[src/rtl/render_pkg.sv]
`default_nettype none
// ============================================================================
// Module      : render_pkg
// Description : Shared types and constants for the frame scheduler and the
//               projection stage: scheduler state encoding, angle width and
//               the default angle step / wrap values.
// Revision    : 1.0 - initial release
// ============================================================================
package render_pkg;

    // Angle format: ANGLE_WI integer bits, ANGLE_WF fractional bits.
    localparam int ANGLE_WI = 4;
    localparam int ANGLE_WF = 8;
    localparam int ANGLE_W  = ANGLE_WI + ANGLE_WF;

    // Per-frame rotation increment and the 2*pi wrap point, in ANGLE_WI.ANGLE_WF.
    localparam logic [ANGLE_W-1:0] ANGLE_STEP_DEF = 12'd16;
    localparam logic [ANGLE_W-1:0] ANGLE_MAX_DEF  = 12'd1608;

    // Frame scheduler states.
    typedef enum logic [2:0] {
        ST_IDLE     = 3'd0,
        ST_CLEAR    = 3'd1,
        ST_CLR_REL  = 3'd2,
        ST_PROJ     = 3'd3,
        ST_PROJ_REL = 3'd4,
        ST_DRAIN    = 3'd5,
        ST_WAIT_VS  = 3'd6,
        ST_SWAP     = 3'd7
    } sched_state_t;

    // True while a frame is actively being rendered (a vsync here is a miss).
    function automatic logic is_render_phase(input sched_state_t s);
        return (s == ST_CLEAR)    || (s == ST_CLR_REL) ||
               (s == ST_PROJ)     || (s == ST_PROJ_REL) ||
               (s == ST_DRAIN);
    endfunction

endpackage : render_pkg
`default_nettype wire

[src/rtl/angle_accum.sv]
`default_nettype none
// ============================================================================
// Module      : angle_accum
// Description : Modular fixed-point angle accumulator. On each enable pulse
//               (unless held) adds STEP and wraps at MAX. The sum is formed
//               one bit wider so the comparison never sees an overflow.
// Revision    : 1.0 - initial release
// ============================================================================
module angle_accum
    import render_pkg::*;
#(
    parameter int           W    = ANGLE_W,
    parameter logic [W-1:0] STEP = ANGLE_STEP_DEF,
    parameter logic [W-1:0] MAX  = ANGLE_MAX_DEF
) (
    input  logic         clk_i,
    input  logic         rst_ni,
    input  logic         en_i,
    input  logic         hold_i,
    output logic [W-1:0] angle_o
);

    localparam logic [W:0] C_STEP_EXT = {1'b0, STEP};
    localparam logic [W:0] C_MAX_EXT  = {1'b0, MAX};

    logic [W-1:0] angle_q;
    logic [W-1:0] angle_d;
    logic [W:0]   w_sum;

    // Next angle: widened add, then subtract the wrap point if reached.
    always_comb begin
        w_sum   = {1'b0, angle_q} + C_STEP_EXT;
        angle_d = (w_sum >= C_MAX_EXT) ? W'(w_sum - C_MAX_EXT) : w_sum[W-1:0];
    end

    // Angle register, advanced only on an un-held enable pulse.
    always_ff @(posedge clk_i or negedge rst_ni) begin
        if (!rst_ni) begin
            angle_q <= '0;
        end else if (en_i && !hold_i) begin
            angle_q <= angle_d;
        end
    end

    assign angle_o = angle_q;

endmodule : angle_accum
`default_nettype wire

[src/rtl/render_sched.sv]
`default_nettype none
// ============================================================================
// Module      : render_sched
// Description : Frame-level scheduler for the 3D pipeline. Sequences
//               framebuffer clear, triangle projection and rasterizer drain,
//               then swaps buffers on vsync. Owns the per-frame rotation
//               angle, the back-buffer select, frame and missed-vsync counts.
//               Optional phase watchdog: define RENDER_WATCHDOG_EN.
// Revision    : 1.0 - initial release
// ============================================================================
module render_sched
    import render_pkg::*;
#(
    parameter int                     WIIA       = ANGLE_WI,
    parameter int                     WIFA       = ANGLE_WF,
    parameter logic [WIIA+WIFA-1:0]   ANGLE_STEP = ANGLE_STEP_DEF,
    parameter logic [WIIA+WIFA-1:0]   ANGLE_MAX  = ANGLE_MAX_DEF
`ifdef RENDER_WATCHDOG_EN
    ,
    parameter logic [23:0]            WDOG_CYCLES = 24'd2000000
`endif
) (
    input  logic                      Clk,
    input  logic                      Reset,
    input  logic                      run,
    input  logic                      hold_angle,
    input  logic                      vsync,
    output logic                      clear_start,
    input  logic                      clear_done,
    output logic                      proj_start,
    input  logic                      proj_done,
    input  logic                      fifo_empty,
    input  logic                      draw_idle,
    output logic [WIIA+WIFA-1:0]      angle,
    output logic                      buf_sel,
    output logic [15:0]               frame_count,
    output logic [7:0]                miss_count,
`ifdef RENDER_WATCHDOG_EN
    output logic                      wdog_trip,
`endif
    output logic                      busy
);

    sched_state_t state_q;
    sched_state_t state_d;

    logic        vsync_q;
    logic        w_vsync_rise;
    logic        clear_start_q;
    logic        proj_start_q;
    logic        busy_q;
    logic        buf_sel_q;
    logic [15:0] frame_count_q;
    logic [7:0]  miss_count_q;
    logic        w_swap;
    logic        w_wdog_hit;

    assign w_vsync_rise = vsync & ~vsync_q;
    assign w_swap       = (state_q == ST_SWAP);

`ifdef RENDER_WATCHDOG_EN
    logic [23:0] phase_q;
    logic        wdog_trip_q;

    assign w_wdog_hit = is_render_phase(state_q) && (phase_q == (WDOG_CYCLES - 24'd1));

    // Phase timer restarts on every state change; trip flag is sticky.
    always_ff @(posedge Clk or negedge Reset) begin
        if (!Reset) begin
            phase_q     <= '0;
            wdog_trip_q <= 1'b0;
        end else begin
            phase_q     <= (state_d != state_q) ? 24'd0 : phase_q + 24'd1;
            wdog_trip_q <= wdog_trip_q | w_wdog_hit;
        end
    end

    assign wdog_trip = wdog_trip_q;
`else
    assign w_wdog_hit = 1'b0;
`endif

    // Next-state decode; a watchdog hit abandons the phase and waits for vsync.
    always_comb begin
        state_d = state_q;
        case (state_q)
            ST_IDLE:     if (run && w_vsync_rise)      state_d = ST_CLEAR;
            ST_CLEAR:    if (clear_done)               state_d = ST_CLR_REL;
            ST_CLR_REL:  if (!clear_done)              state_d = ST_PROJ;
            ST_PROJ:     if (proj_done)                state_d = ST_PROJ_REL;
            ST_PROJ_REL: if (!proj_done)               state_d = ST_DRAIN;
            ST_DRAIN:    if (fifo_empty && draw_idle)  state_d = ST_WAIT_VS;
            ST_WAIT_VS:  if (w_vsync_rise)             state_d = ST_SWAP;
            ST_SWAP:     state_d = run ? ST_CLEAR : ST_IDLE;
            default:     state_d = ST_IDLE;
        endcase
        if (w_wdog_hit) begin
            state_d = ST_WAIT_VS;
        end
    end

    // State register with registered handshake requests and busy flag.
    always_ff @(posedge Clk or negedge Reset) begin
        if (!Reset) begin
            state_q       <= ST_IDLE;
            vsync_q       <= 1'b0;
            clear_start_q <= 1'b0;
            proj_start_q  <= 1'b0;
            busy_q        <= 1'b0;
        end else begin
            state_q       <= state_d;
            vsync_q       <= vsync;
            clear_start_q <= (state_d == ST_CLEAR);
            proj_start_q  <= (state_d == ST_PROJ);
            busy_q        <= (state_d != ST_IDLE);
        end
    end

    // Per-frame buffer select and frame counter, updated only on SWAP.
    always_ff @(posedge Clk or negedge Reset) begin
        if (!Reset) begin
            buf_sel_q     <= 1'b0;
            frame_count_q <= '0;
        end else if (w_swap) begin
            buf_sel_q     <= ~buf_sel_q;
            frame_count_q <= frame_count_q + 16'd1;
        end
    end

    // Saturating count of vsync edges that arrive while a frame is still rendering.
    always_ff @(posedge Clk or negedge Reset) begin
        if (!Reset) begin
            miss_count_q <= '0;
        end else if (w_vsync_rise && is_render_phase(state_q) && (miss_count_q != 8'hFF)) begin
            miss_count_q <= miss_count_q + 8'd1;
        end
    end

    angle_accum #(
        .W    (WIIA + WIFA),
        .STEP (ANGLE_STEP),
        .MAX  (ANGLE_MAX)
    ) u_angle (
        .clk_i   (Clk),
        .rst_ni  (Reset),
        .en_i    (w_swap),
        .hold_i  (hold_angle),
        .angle_o (angle)
    );

    assign clear_start = clear_start_q;
    assign proj_start  = proj_start_q;
    assign busy        = busy_q;
    assign buf_sel     = buf_sel_q;
    assign frame_count = frame_count_q;
    assign miss_count  = miss_count_q;

endmodule : render_sched
`default_nettype wire
[config.mk]
export PLATFORM = sky130hd
export DESIGN_NAME = render_sched
export DESIGN_NICKNAME = d
export VERILOG_FILES = /design/src/rtl/render_pkg.sv /design/src/rtl/angle_accum.sv /design/src/rtl/render_sched.sv
export SDC_FILE = /design/constraint.sdc
export NUM_CORES = 1
export LEC_CHECK = 0
export ABC_CLOCK_PERIOD_IN_PS = 2290
export CORE_ASPECT_RATIO = 2
export CORE_UTILIZATION = 30
export CTS_CLUSTER_SIZE = 30
export DETAILED_ROUTE_END_ITERATION = 6
export GPL_TIMING_DRIVEN = 0
export HOLD_SLACK_MARGIN = 0.06
export REMOVE_ABC_BUFFERS = 1
export SLEW_MARGIN = 20
export SYNTH_ARGS = -nofsm -noshare
export SYNTH_HDL_FRONTEND = slang
export SYNTH_SLANG_ARGS = --single-unit
[constraint.sdc]
create_clock -name Clk -period 2.29 [get_ports Clk]
set_clock_uncertainty 0.15 [all_clocks]
set_input_delay 0.458 -clock Clk [delete_from_list [all_inputs] [get_ports Clk]]
set_output_delay 0.458 -clock Clk [all_outputs]
set_load 0.02 [all_outputs]
; Yosys cells after proc, flatten, opt, wreduce, memory -nomap -nowiden
; Index checks and enable logic that the tools add are counted.
[word_totals]
register_bits = 44
input_bits = 9
output_inout_bits = 40
[classes]
bitwise = 3
addsub = 4
magnitude_cmp = 1
n_reduce_logical = 12
n_eq_ne = 10
n_mux = 10
[ops]
columns = operator, n
row1 = $pmux W3 S8, 1
row2 = $mux W3, 7
row3 = $add A16 B1 Y16 const B, 1
row4 = $add A12 B5 Y13 const B, 1
row5 = $ge A13 B11 Y1 const B, 1
row6 = $eq A3 B3 Y1 const B, 4
row7 = $mux W12, 1
row8 = $sub A12 B11 Y12 const B, 1
row9 = $eq A3 B2 Y1 const B, 3
row10 = $add A8 B1 Y8 const B, 1
row11 = $ne A8 B8 Y1 const B, 1
row12 = $eq A3 B1 Y1 const B, 2
row13 = $logic_and A1 B1 Y1, 5
row14 = $logic_or A1 B1 Y1, 4
row15 = $logic_not A3 Y1, 1
row16 = $reduce_bool A3 Y1, 1
row17 = $not A1 Y1, 2
row18 = $and A1 B1 Y1, 1
row19 = $logic_not A1 Y1, 1
row20 = $mux W1, 1

; Logic depth before layout (Yosys ltp)
[logic_depth]
depth_word = 7
depth_mapped = 9
ltp_nobuf = 9

; By module
; A second synthesis with hierarchy kept.
[hier_totals]
cells_unflattened = 261
hier_area_um2 = 2531.2
[by_module_without_submodules]
columns = module, area_each_um2, cells_per_inst, seq_area_each_um2, instances
row1 = render_sched, 1537.7, 137, 800.8, 1
row2 = angle_accum, 993.5, 124, 225.2, 1

; Least setup slack after synthesis
; Ideal clock, no wire load.
[synth_timing]
kind = reg2reg
from = reg u_angle.angle_q[4] (netlist: u_angle.angle_o[4])
to = reg u_angle.angle_q[9] (netlist: u_angle.angle_o[9])
slack_ns = -0.199
arrival_time_ns = 2.258
path_stages_with_launch = 10
setup_time_ns = 0.080
period_less_slack_ns = 2.489
t_required_ns = 2.060
path_cell_list = dfrtp_1 ha_1 buf_4 xor2_1 and3b_1 and4b_1 o21a_1 or3_1 a21oi_2 xor2_1
[synth_between]
elab_chain_cells = 3
word_cells_on_any_way = 4
cone_classes = add/sub: 2 / order compare: 1 / mux: 1
[synth_rtl]
columns = element, line_no
row1 = start: declaration, angle_accum.sv:26  ; logic [W-1:0] angle_q;
row2 = start signal: assignment, angle_accum.sv:41  ; angle_q <= angle_d;
row3 = $add A12 B5 Y13 *, angle_accum.sv:32  ; w_sum = {1'b0, angle_q} + C_STEP_EXT;
row4 = $sub A12 B11 Y12 / $ge A13 B11 Y1 (equally long branches), angle_accum.sv:33  ; angle_d = (w_sum >= C_MAX_EXT) ? W'(w_sum - C_MAX_EXT) : w_sum[W-1:0];
row5 = $mux W12 *, angle_accum.sv:33
; Mark *: on every way between the ends. The rest lies on a longest branch, timed or not.
; A chain may end at the register's enable or synchronous reset.

; Worst setup path after layout
; Same ends and word-level chain as after synthesis.

==> metrics.cfg <==
[placed_design]
place_area_um2=2780
dp.cells=363
dp_hpwl_mm=3.84
place_congestion=0.875
portBuffers=45

[worst_setup_path]
cp_max_fo=8
cp_num_buf_inv=2
worstPathRequired_ns=2.36
cp_slowest_cell=dfrtp_2
arrival_ns=2.32
criticalPathCategory=flip-flop to flip-flop
start_kind=flip-flop
worstPathCellList=buf_4 > ha_1 > inv_1 > o21ai_1 > and4b_1 > o21a_4 > or3_1 > a21oi_2 > xor2_1
cp-end-kind=flip-flop
crit_family=simple AND/OR/NAND/NOR gates
slowest_delay_ns=0.42

[sta]
post-route-min-period_ns=2.26
final-hold-violation-count=0
fmax_mhz=443
rsz0062_at_grt=yes
post-route-period-util_pct=98.7
setup_viol=0
slew_violations=0

[logic_synthesis]
yosysTopAreaCellShare_pct=45.4
ys_seq_elements=41
synth_flop_cell=dfrtp_1
ys_types=47
synth_cells=233
ys_seq_area_share_pct=45.4
synth_area_leaders=dfrtp_1, xnor2_1, xor2_1, nand2_1, ha_1
async_reset_ff_share_pct=100
yosys-top-cells-count=dfrtp_1, nand2_1, xnor2_1
synth_top_cell_by_area=dfrtp_1
netlist_area_um2=2260
yosysMostFrequentCell=dfrtp_1
synth_edf_count=0
avgSynthCellArea_um2=9.69
yosys_warnings=0

[floorplan]
num_rows=44
die_x_um=63.4
die_h_um=125
die_area_um2=7900
ios=49
core-area_um2=7270
initial_core_util_pct=31.1

[detailed_routing]
avgRoutedWirePerCell_um=13.6
dr.first_iter.drc_count=67
vias=1851
wl_mm=5.16
dr.pass1.iters=4
vias_per_cell=4.88
drc_errors=0
postRouteAntennaNets=0

[final_layout]
nNetsFinal=301
fin_cells=379
diodes=0
drive_gt1_share_pct=13.6
multi_input_area_um2=1210
nFillCells=749
fin_area_um2=3100
area_growth_pct=37.3
regArea_um2=1030

[global_routing]
grt_max_degree=27
grt.total_usage_pct=14.3
antenna_found_initial=0
grt.overflow.total=0
grt_pass1_vias=1927
grt_pass1_wl_mm=8.74

[power]
p_leak_nw=1.29
powerDensity_nw_per_um2=1000
ir_drop_mv=0.367

[flow_run]
maxCapViolCount=0

[status]
outcome=finished clean

[clocking]
clkTransAtPathRegs_ns=0.06
cts_tree=built
cts-buffers-inserted=5
clk_latency_ns=0.29
cts_root_buf=clkbuf_16
clk_path_buf_depth=2
cts-htree-levels=2
cts.sinks=41

[hold_path]
worstHoldPathType=flip-flop to flip-flop

timing repair:
item,in CTS,in global routing
hold buffers,1,0
setup endpoints to repair,10,11
hold endpoints to repair,15,0
resized for setup,11,11
pin swaps,5,3
setup buffers,4,3
stage by stage:
step / hold WS (ns) / power [mW] / utilization [%] / TNS (ns) / worst slack (ns)
floorplan: 0.0124 / 1.72 / - / -0.743 / -0.246
global placement: 0.306 / 2.13 / 38.1 / -22.78 / -0.477
detailed placement: 0.258 / 2.17 / 38.3 / -3.79 / -0.461
CTS: 0.338 / 3.08 / 41.7 / -0.00579 / -0.00579
global route: 0.354 / 3.32 / 42.7 / -0.248 / -0.110
finish: 0.333 / 3.10 / 42.7 / 0 / 0.0304
report_power, final:
| part | switching, mW | total, mW | internal (mW) | leakage (nW) |
|---|---|---|---|---|
| logic | 0.609 | 1.17 | 0.563 | 0.691 |
| clock network | 0.298 | 0.814 | 0.516 | 0.0800 |
| registers | 0.227 | 1.12 | 0.889 | 0.524 |
| total | 1.13 | 3.10 | 1.97 | 1.29 |
flip-flops by register name, indices dropped and copies added, names as in the netlist:
name             cells
buf_sel              1
busy                 1
clear_start          1
frame_count         16
miss_count           8
proj_start           1
state_q              3
u_angle.angle_o      9
vsync_q              1
worst paths after layout:
| check | endpoint | slack (ns) | start | depth (start not counted) |
|---|---|---|---|---|
| min in group asynchronous | frame_count[6] | 0.47 | Reset | 2 |
| worst min register to register | frame_count[15] | 0.33 | frame_count[15] | 1 |
| max in group asynchronous | u_angle.angle_o[7] | 1.03 | Reset | 3 |
| worst max register to register | u_angle.angle_o[9] | 0.03 | u_angle.angle_o[4] | 9 |
| worst min-delay path | frame_count[15] | 0.33 | frame_count[15] | 1 |
| worst max-delay path | u_angle.angle_o[9] | 0.03 | u_angle.angle_o[4] | 9 |
metal layers:
layer	track usage, %	part of all wire, %	vias to the layer above
li1	-	-	899
met1	14.7	38	898
met2	25.7	56	43
met3	2.84	2.5	11
met4	8.42	3.3	0
met5	0	0	-
area by class of cell:
type,count,area share (%)
tap,92,3.71
sequential,41,33.3
inverter,11,1.33
multi-input combinational,173,39.1
clock buffer,5,4.03
clock inverter,3,1.49
timing repair buffer,54,17.0
logic make-up after synthesis:
group	count (synthesis)	share of synthesized area, %
and+or+nand+nor	88	20.5
other	1	0.166
AOI/OAI and AO/OA	40	11.7
adders and majority gates	6	3.32
buffers and inverters	21	4.65
xor gates and xnor gates	33	12.8
DFF	41	45.4
muxes	3	1.39
cells in the final DEF, fill, tap and decap left out, drive strengths merged, types with 6 or more instances in the layout:
| cell | synthesis | final |
|---|---|---|
| a21oi | 13 | 13 |
| buf | 8 | 9 |
| clkdlybuf4s50 | 0 | 44 |
| dfrtp | 41 | 41 |
| ha | 6 | 6 |
| inv | 11 | 11 |
| nand2 | 27 | 27 |
| nand3 | 9 | 9 |
| nand4 | 8 | 8 |
| nor2 | 17 | 17 |
| o21ai | 8 | 8 |
| xnor2 | 20 | 20 |
| xor2 | 13 | 13 |
(Power assumes the default switching activity.)
